File: src/rtl/vedic_pp_combiner.sv
// Elastic 3-stage combiner turning the four HxH Urdhva-Tiryakbhyam sub-products into the 4H-bit product.
// Also holds carray_select_adder, the operand + carry_in carry-select adder used for the final increment.

module carray_select_adder #(
  parameter int ADDER_WIDTH = 32,
  parameter int BLOCK_WIDTH = 8
) (
  input  logic [ADDER_WIDTH-1:0] operand,
  input  logic                   carry_in,
  output logic [ADDER_WIDTH-1:0] sum
);

  localparam int NUM_BLOCKS = (ADDER_WIDTH + BLOCK_WIDTH - 1) / BLOCK_WIDTH;

  // c[i] is the carry entering block i; each block precomputes its cin=0/cin=1 result and muxes
  logic [NUM_BLOCKS-1:0] c;
  assign c[0] = carry_in;

  for (genvar i = 0; i < NUM_BLOCKS; i++) begin : g_blk
    localparam int LO = i * BLOCK_WIDTH;
    localparam int BW = (i == NUM_BLOCKS - 1) ? ADDER_WIDTH - LO : BLOCK_WIDTH;

    if (i < NUM_BLOCKS - 1) begin : g_mid
      logic [BW:0] inc;
      assign inc          = {1'b0, operand[LO +: BW]} + {{BW{1'b0}}, 1'b1};
      assign sum[LO +: BW] = c[i] ? inc[BW-1:0] : operand[LO +: BW];
      assign c[i+1]       = c[i] & inc[BW];
    end else begin : g_last
      // Carry out of the top block is never needed by the combiner
      assign sum[LO +: BW] = c[i] ? operand[LO +: BW] + {{(BW-1){1'b0}}, 1'b1}
                                  : operand[LO +: BW];
    end
  end

endmodule

module vedic_pp_combiner #(
  parameter int HALF_WIDTH = 16
) (
  input  logic                      clk,
  input  logic                      rst,
  input  logic                      in_valid,
  output logic                      in_ready,
  input  logic [2*HALF_WIDTH-1:0]   pp_ll,
  input  logic [2*HALF_WIDTH-1:0]   pp_lh,
  input  logic [2*HALF_WIDTH-1:0]   pp_hl,
  input  logic [2*HALF_WIDTH-1:0]   pp_hh,
  output logic                      out_valid,
  input  logic                      out_ready,
  output logic [4*HALF_WIDTH-1:0]   out_product,
  output logic                      busy
);

  localparam int H  = HALF_WIDTH;
  localparam int W2 = 2 * HALF_WIDTH;

  logic          s1_valid, s2_valid;
  logic [W2-1:0] s1_ll, s1_hh;
  logic [W2:0]   s1_mid;
  logic [W2-1:0] s2_low, s2_up;
  logic          s2_c2;

  logic          s1_free, s2_free, s3_free;
  logic [W2:0]   low_sum;
  logic [W2-1:0] up_pre;
  logic [W2-1:0] upper;

  // A stage frees when it is empty or the stage after it is taking its contents this cycle
  always_comb begin
    s3_free  = !out_valid || out_ready;
    s2_free  = !s2_valid || s3_free;
    s1_free  = !s1_valid || s2_free;
    in_ready = !rst && s1_free;
    busy     = s1_valid | s2_valid | out_valid;
  end

  // Low half of mid lands on top of pp_ll; its high H+1 bits fold into pp_hh
  always_comb begin
    low_sum = {1'b0, s1_ll} + {1'b0, s1_mid[H-1:0], {H{1'b0}}};
    up_pre  = s1_hh + W2'(s1_mid[W2:H]);
  end

  carray_select_adder #(.ADDER_WIDTH(W2)) u_final_inc (
    .operand  (s2_up),
    .carry_in (s2_c2),
    .sum      (upper)
  );

  // NOTE: every state element uses non-blocking assignment so all stages shift off the same pre-edge values.
  always_ff @(posedge clk) begin
    if (rst) begin
      s1_valid    <= 1'b0;
      s1_ll       <= '0;
      s1_hh       <= '0;
      s1_mid      <= '0;
      s2_valid    <= 1'b0;
      s2_low      <= '0;
      s2_up       <= '0;
      s2_c2       <= 1'b0;
      out_valid   <= 1'b0;
      out_product <= '0;
    end else begin
      if (s1_free) begin
        s1_valid <= in_valid;
        if (in_valid) begin
          s1_ll  <= pp_ll;
          s1_hh  <= pp_hh;
          s1_mid <= {1'b0, pp_lh} + {1'b0, pp_hl};
        end
      end
      if (s2_free) begin
        s2_valid <= s1_valid;
        if (s1_valid) begin
          s2_low <= low_sum[W2-1:0];
          s2_c2  <= low_sum[W2];
          s2_up  <= up_pre;
        end
      end
      if (s3_free) begin
        out_valid <= s2_valid;
        if (s2_valid) out_product <= {upper, s2_low};
      end
    end
  end

endmodule

File: config.mk
export PLATFORM = sky130hd
export DESIGN_NAME = vedic_pp_combiner
export DESIGN_NICKNAME = d
export VERILOG_FILES = /design/src/rtl/vedic_pp_combiner.sv
export SDC_FILE = /design/constraint.sdc
export NUM_CORES = 1
export LEC_CHECK = 0
export CAP_MARGIN = 10
export CORE_MARGIN = 5
export CORE_UTILIZATION = 53
export DETAILED_ROUTE_END_ITERATION = 16
export PLACE_DENSITY = 0.8
export SLEW_MARGIN = 10
export SYNTH_ARGS = -nofsm -noshare
export SYNTH_HDL_FRONTEND = slang
export SYNTH_SLANG_ARGS = --single-unit
File: constraint.sdc
create_clock -name clk -period 5.8 [get_ports clk]
set_clock_uncertainty 0.15 [all_clocks]
set_input_delay 1.16 -clock clk [delete_from_list [all_inputs] [get_ports clk]]
set_output_delay 1.16 -clock clk [all_outputs]
set_load 0.05 [all_outputs]
==> impl_metrics.toml, run 1 <==
[status]
run_status = "finished, final reports clean"

[final_layout]
nets = 1839
drive_above_1_share_pct = 4.00
fin_util_pct = 66.6
stdcell_count = 1929
diodes = 0
syn_to_final_growth_pct = 23.4
finalInstanceArea_um2 = 14500

[synthesis]
ys_seq_area_share_pct = 38.9
netlist_top_cells_area = "dfxtp_1, nand2_1, a21oi_1"
ys_ff_latch = 229
yosysWarnings = 0
synth_cell_types = 68
synth.cells.most_frequent = "nand2_1, dfxtp_1, a21oi_1, nor2_1, clkbuf_1"
yosysTopAreaCellShare_pct = 38.9
synth_nets = 1698
async_flop_share_pct = 0
syn_area_um2 = 11800
syn_inst = 1494
synth_largest_area_cell = "dfxtp_1"
synth_edf_count = 0
yosysMostFrequentCell = "nand2_1"
synth-main-ff-cell = "dfxtp_1"
syn_area_per_cell_um2 = 7.89

[power_and_ir_drop]
p_sw_share_pct = 28.0
p_switching_uw = 1060
internal_power_uw = 2730
pwr-share-seq_pct = 45.5
p_per_area_nw_per_um2 = 261
ir_worst_vdd_mv = 0.169
p_clk_share_pct = 35.6
pwr-share-comb_pct = 18.9
power_leakage_uw = 0.00551

[floorplanning]
core_area_um2 = 21800
core.rowCount = 54
die_x_um = 159
ios = 199
start_util_pct = 54.0
die_area_um2 = 25300
die_h_um = 159

[drt]
wl_per_cell_um = 15.1
wl_um = 29200
ant_nets = 0
first_iter_violations = 638
viasPerCell = 5.58
dr.pass1.iters = 5
num_vias = 10800
drc_errors = 0

[cts]
clockBufferDepth = 3
clkTransAtPathRegs_ps = 60
ctsHoldBuffers = 0
cts_sinks = 229
cts_made_buffers = 23
postCtsSetupBuffers = 0
tritoncts = "built"
clk_latency_ps = 500
h-tree-depth = 1
root_buffer = "clkbuf_16"
cts_resized = 0

[placed_design]
numPortBuffers = 198
place_area_um2 = 13900
dp_cells = 1890
place_congestion = 0.883
dp_hpwl_um = 21000

[sta]
timing.final.crit_share_pct = 74.6
fmax_mhz = 231
grt_setup_unrepaired = "false"
fin_setup_tns_ps = 0
max-slew-margin-rel_pct = 32.6
hold_violations = 0
drv_slew = 0
fin_crit_ps = 4320
tightest_slew_ps = 1010
setup_viol = 0

[global_route]
grt_pass1_wl_um = 48500
grt.total_usage_pct = 21.8
grt_max_degree = 88
antenna_found_initial = 0
grt_pass1_vias = 10100
grt_overflow = 0

[critical_path]
critPathCaptureType = "output port"
timing.rr.end = "s2_up[18]"
reg2reg_slack_ps = 2550
worstPathMaxFanout = 8
worstPathRequired_ps = 4490
cp-start-kind = "primary input"
cp_common_cell = "clkdlybuf4s50_1"
rr_worst_depth = 10
slowest_delay_ps = 730
cp.buffers_inverters = 2
worstPathCellList = "clkdlybuf4s50_1 > nor2b_1 > a31oi_1 > clkdlybuf4s50_1"
critPathArrivalTime_ps = 3010
r2r_start = "s1_hh[0]"
crit_path_top_delay_cell = "clkdlybuf4s50_1"
critPathKind = "primary input to output port"
critical-path-top-delay-family = "buffers and inverters"

[job]
drv_cap = 0

[min_path]
holdPathStages = 2
min_from = "s2_low[10]"
hold_class = "flop to flop"
min_delay_worst_endpoint = "out_product[10]"
[power groups by stage]
stage          combinational [uW]  clock [uW]  sequential (uW)
3_5_place_dp                  706           0             1760
3_3_place_gp                  696           0             1750
4_1_cts                       712        1370             1720
5_1_grt                       792        1440             1740
2_1_floorplan                 445           0             1780
6_report                      715        1350             1730
[routing by layer]
layer  track usage (%)  up-vias  wire (um)
met5                 0        -          0
met4              4.30        0        431
met3              2.90       34       1620
met2              35.0      292      12700
met1              31.6     4920      14400
li1                  -     5517          -
[through the flow]
| step | setup slack [ps] | hold WS, ps | power [uW] |
|---|---|---|---|
| 3_5_place_dp | 1480 | 292 | 2460 |
| 5_1_grt | 1380 | 309 | 3970 |
| 6_report | 1480 | 300 | 3790 |
| 2_1_floorplan | 1930 | 279 | 2230 |
| 4_1_cts | 1460 | 299 | 3810 |
| 3_3_place_gp | 1510 | 288 | 2450 |
[logic make-up (layout without fill, tap and decap cells)]
family          Yosys count  count (layout)  synth area share [%]
mux                       6               6                 0.510
buf+inv                 105             260                  3.52
simple gates            579             579                  21.2
fa+ha+maj                72              72                  7.84
xor+xnor                 78              78                  5.80
compound gates          425             425                  22.2
flops                   229             229                  38.9
[final cells by class]
class	instances	area (um^2)
Clock buffer	33	633
Clock inverter	6	41.3
Fill cell	1889	7290
Inverter	13	48.8
Multi-Input combinational cell	1160	6820
Sequential cell	229	4580
Tap cell	280	350
Timing Repair Buffer	208	2060
[worst register-to-register path: cells and delay by family (launching register included)]
family / cells / cell delay (ps)
AO/OA/AOI/OAI: 6 / 1770
AND/OR/NAND/NOR: 1 / 120
adder cells (fa/ha/maj): 2 / 660
flip-flops: 1 / 310
XOR/XNOR: 1 / 160
[worst max path at each step]
| stage | slack (ps) | endpoint | from | cells past startpoint |
|---|---|---|---|---|
| after detailed placement | 1480 | in_ready | out_ready | 4 |
| after global placement | 1510 | in_ready | out_ready | 4 |
| after global routing | 1380 | in_ready | out_ready | 4 |
| after floorplan | 1930 | in_ready | rst | 4 |
| final | 1480 | in_ready | out_ready | 4 |
| after CTS | 1460 | in_ready | out_ready | 4 |
[sequential cells by signal, indices dropped and copies added (netlist names)]
name,count
s1_hh,32
s2_c2,1
s2_up,32
s2_low,32
s1_ll,32
s1_mid,33
out_valid,1
s2_valid,1
out_product,64
s1_valid,1
[layout by cell type, fill, tap and decap left out, types with 5 or more instances in the layout]
cell             count
nand2_1            354
dfxtp_1            229
a21oi_1            215
clkdlybuf4s50_1    197
nor2_1              90
ha_1                69
o21ai_0             50
xnor2_1             41
a211oi_1            38
xor2_1              37
nand3_1             36
a21o_1              30
clkbuf_16           23
nor3_1              18
nand4_1             15
or3_1               14
a31oi_1             14
inv_1               12
o21ai_1             12
and3_1              11
o21bai_1            10
buf_4               10
and4_1               8
clkbuf_1             8
o31ai_1              7
mux2i_1              6
a311oi_2             6
o211ai_1             5
nor4_1               5
Note: power is estimated with default switching activity, not from simulation.
==> run 2: changes to the inputs <==
clock period = 4 ns   (was 5.8 ns; I/O delays follow)
==> impl_metrics.toml, run 2 (synthesis gave the netlist of run 1 again) <==
[final_layout]
top_register = "out_product"
mostFrequentLayoutCells = "nand2_1, dfxtp_1, a21oi_1, clkdlybuf4s50_1, nor2_1"
largest_reg_flops = 64
syn_to_final_growth_pct = 25.1
final_common_cell = "nand2_1"
diodes = 0
nets = 1849
drive_above_1_share_pct = 5.29
reg_top3 = "out_product (64), s1_mid (33)"

[sta]
hold-worst-slack_ps = 297
tightest_slew_ps = 1000
fin_crit_ps = 3440
fmax_mhz = 291
timing.final.crit_share_pct = 86.0
fin_setup_tns_ps = 0
setup_viol = 0
drv_slew = 0
hold_violations = 0
max-slew-margin-rel_pct = 33.1
grt_setup_unrepaired = "false"

[global_route]
grt_overflow = 0
antenna_found_initial = 0
grt_max_degree = 209
grt_pass1_wl_um = 49100
grt.total_usage_pct = 22.0
grt_pass1_vias = 10200

[power_and_ir_drop]
pwr-share-comb_pct = 18.3
internal_power_uw = 4160
pwr-share-seq_pct = 43.7
p_per_area_nw_per_um2 = 389
power_leakage_uw = 0.00565
ir_worst_vdd_mv = 0.249
p_switching_uw = 1570
p_clk_share_pct = 38.0
p_sw_share_pct = 27.5

[cts]
ctsHoldBuffers = 0
cts_sinks = 229
postCtsSetupBuffers = 0
cts_made_buffers = 24
root_buffer = "clkbuf_16"
tritoncts = "built"
h-tree-depth = 1
clockBufferDepth = 3
clk_latency_ps = 500
cts_resized = 0
clkTransAtPathRegs_ps = 60

[floorplanning]
start_util_pct = 54.0
core_area_um2 = 21800
die_area_um2 = 25300
core.rowCount = 54
die_x_um = 159
die_h_um = 159
ios = 199

[status]
run_status = "finished, final reports clean"

[job]
drv_cap = 0

[placed_design]
place_congestion = 0.855
dp_hpwl_um = 21100
numPortBuffers = 198

[drt]
drc_errors = 0
viasPerCell = 5.58
ant_nets = 0
wl_per_cell_um = 15.2
num_vias = 10800
wl_um = 29400
first_iter_violations = 667
dr.pass1.iters = 5

[critical_path]
cp-start-kind = "primary input"
reg2reg_slack_ps = 720
critPathCaptureType = "output port"
critPathArrivalTime_ps = 2490
worstPathMaxFanout = 8
worstPathRequired_ps = 3050
critPathKind = "primary input to output port"

[min_path]
hold_class = "flop to flop"
[run 2: final cells by class]
cell class,count,area [um^2]
Clock buffer,30,694
Clock inverter,14,97.6
Fill cell,1811,7080
Inverter,13,48.8
Multi-Input combinational cell,1160,6820
Sequential cell,229,4580
Tap cell,280,350
Timing Repair Buffer,217,2150
[run 2: critical path: stages]
cell	delay [ps]
clkdlybuf4s50_1	450
nor2b_1	40
buf_4	170
a31oi_1	190
clkdlybuf4s50_1	840
[run 2: path summary, 6_finish.rpt]
path	start	end	cells after the start
worst min-delay path	s1_ll[8]	s2_low[8]	2
worst max register to register	s1_mid[16]	s2_up[18]	10
worst min register to register	s1_ll[8]	s2_low[8]	2
worst max-delay path	out_ready	in_ready	5
[run 2: power by group through the flow]
stage	Clock [uW]	Combinational [uW]	Sequential, uW
2_1_floorplan	0	646	2580
3_3_place_gp	0	1020	2540
3_5_place_dp	0	1040	2550
4_1_cts	2220	1050	2500
5_1_grt	2330	1160	2520
6_report	2180	1050	2500
[run 2: through the flow]
step                      setup slack (ps)  power, uW  instance area, um^2  util, %  instances
after CTS                              549       5770                14700     67.6       1943
after detailed placement               183       3590                14000     63.9       1899
final                                  558       5730                14700     67.6       1943
after global placement                 203       3570                14000     63.9       1899
after floorplan                        846       3230                11800        -       1494
after global routing                   487       6000                14700     67.6       1943
[run 2: metal layers]
metal	vias to the layer above	track usage, %	share of wire (%)
met1	4973	31.8	48
li1	5541	-	-
met3	30	3.21	5.8
met2	300	35.3	45
met5	-	0	0
met4	0	4.19	1.3
==> edit: new RTL, config.mk and constraints of run 1 <==
The parameter `HALF_WIDTH` goes from 16 to 12.
--- a/src/rtl/vedic_pp_combiner.sv
+++ b/src/rtl/vedic_pp_combiner.sv
@@ -36,5 +36,5 @@
 
 module vedic_pp_combiner #(
-  parameter int HALF_WIDTH = 16
+  parameter int HALF_WIDTH = 12
 ) (
   input  logic                      clk,
Interface: changed (5 resized); port bits go from 199 to 151. No check against the original RTL was run, so the function may have changed too.
==> edit against run 1 <==
Hold slack about the same. Global-route usage shrank 0.30 points. Maximum frequency increased by 2.9%. Power is 20% lower. Design area decreased by 23%. Synthesized cell count down 24%. Sequential cell count down 56. Register-to-register slack gained 0.51 ns. Worst setup slack improved by 0.12 ns. Area after synthesis shrank 24%. Count of clock-buffer cells in the layout fell by 14. Routed wire length down 25%. Largest cell class unchanged. Largest power group unchanged.
==> edit: results (changes against run 1) <==
- Seq/Total Area, Yosys: 38.4% (-0.48 points)
- Nonclk buf count: 159 (-24%)
- Met3 global-route usage: 4.53% (+1.6 points)
- Layout clock buffers: 19 (-42%)
- Outcome: complete, no violations
- Total GRT Usage: 21.5% (-0.30 points)
- Max incr delay on CP: 0.84 ns (+0.11 ns)
- Biggest regs: out_product (48), s1_mid (25)
- Kind of cell adding the most delay to the critical path: buffers and inverters
- Mean Syn Cell Area: 7.95 µm² (+0.86%)
- H-tree Lvls: 4 (+3)
- Synthesized Nets: 1288 (-24%)
- DR WL/cell: 14.7 µm (-2.5%)
- Fillcell total: 1449 (-23%)
- Largest cells by area after synthesis: dfxtp_1 38%, nand2_1 11%, a21oi_1 8.1%
- Worst vdd ir: 0.000215 V (+27%)
- Routed metal-1 wire length: 10.4 mm (-27%)
- Post-route cell area: 0.0112 mm² (-23%)
- Vias in the first global route: 7429 (-26%)
- Worst r2r src: s2_valid
- Clock root cell: clkbuf_16
- Reg2Reg Depth: 5 (-5)
- Met2 usage: 34.0% (-0.97 points)
- Leakage: 4.39 nW (-20%)
- DRT iter0 DRCs: 493 (-23%)
- FFs & Latches: 173 (-24%)
- Final net count: 1400 (-24%)
- Share of cells above drive strength 1: 4.61% (+0.61 points)
- Non-clk buf share: 13.9% (-0.22 points)
- Met3 Wirelength: 1.29 mm (-20%)
- Pre-CTS setup slack: 1.60 ns (+0.115 ns)
- Final GP Congestion: 0.920 (+4.1%)
- Post-route insts no fill: 1477 (-23%)
- Max clock buf depth: 2 (-1)
- Hold Startpoint: s2_low[8]
- Slew headroom: 36.2% (+3.6 points)
- Cts bufs inserted: 17 (-26%)
- Tapcell count: 220 (-21%)
- Fraction of area in registers: 30.8% (-0.71 points)
- WL met2: 9.69 mm (-24%)
- Skew-Pair Late Insertion Delay: 0.43 ns (-0.07 ns)
- Invs w/o clock: 16 (+3)
- Synth cell count leaders: 259 x nand2_1, 173 x dfxtp_1, 145 x a21oi_1
- #MultiIn Comb: 878 (-24%)
- First-pass GRT wire length: 35.6 mm (-27%)
- Top layer in use: met5
- Initial antenna violation count: 1 (+1)
- # port buffers: 150 (-24%)
- WP data arrival: 2.89 ns (-0.12 ns)
- Clock-cell share of area: 5.59% (+0.95 points)
- Distinct cells, synth: 70 (+2.9%)
- Post-DP HPWL: 15.7 mm (-26%)
- GR Util met1: 29.6% (-2.0 points)
- Drt via density: 5.51 (-1.2%)
- Pin count of the biggest net entering global routing: 82 (-6.8%)
==> edit: cell types whose count changed after synthesis, moves of 17 or more <==
cell,before,now
nand2_1,356,259
dfxtp_1,229,173
ha_1,69,52
clkbuf_1,72,45
o21ai_0,50,26
xnor2_1,41,24
nor2_1,90,71
a21oi_1,215,145
==> edit: kinds of logic after synthesis <==
kind of cell             share of synthesized area, %
AO/OA/AOI/OAI                                    21.8
XOR/XNOR                                         5.05
flip-flops                                       38.4
multiplexers                                    0.778
buffers and inverters                            3.75
adder cells (fa/ha/maj)                          7.89
AND/OR/NAND/NOR                                  22.3
==> edit: power by group <==
part	total [mW]	internal [mW]	switching (mW)	leakage, nW
Sequential	1.30	1.25	0.0481	1.42
Clock	1.20	0.735	0.469	0.298
Combinational	0.544	0.236	0.308	2.68
==> edit: path summary, 6_finish.rpt <==
path,end,slack [ns]
hold / removal,out_product[8],0.30
setup reg to reg,s1_mid[14],3.06
hold reg to reg,out_product[8],0.30
setup / recovery,in_ready,1.60
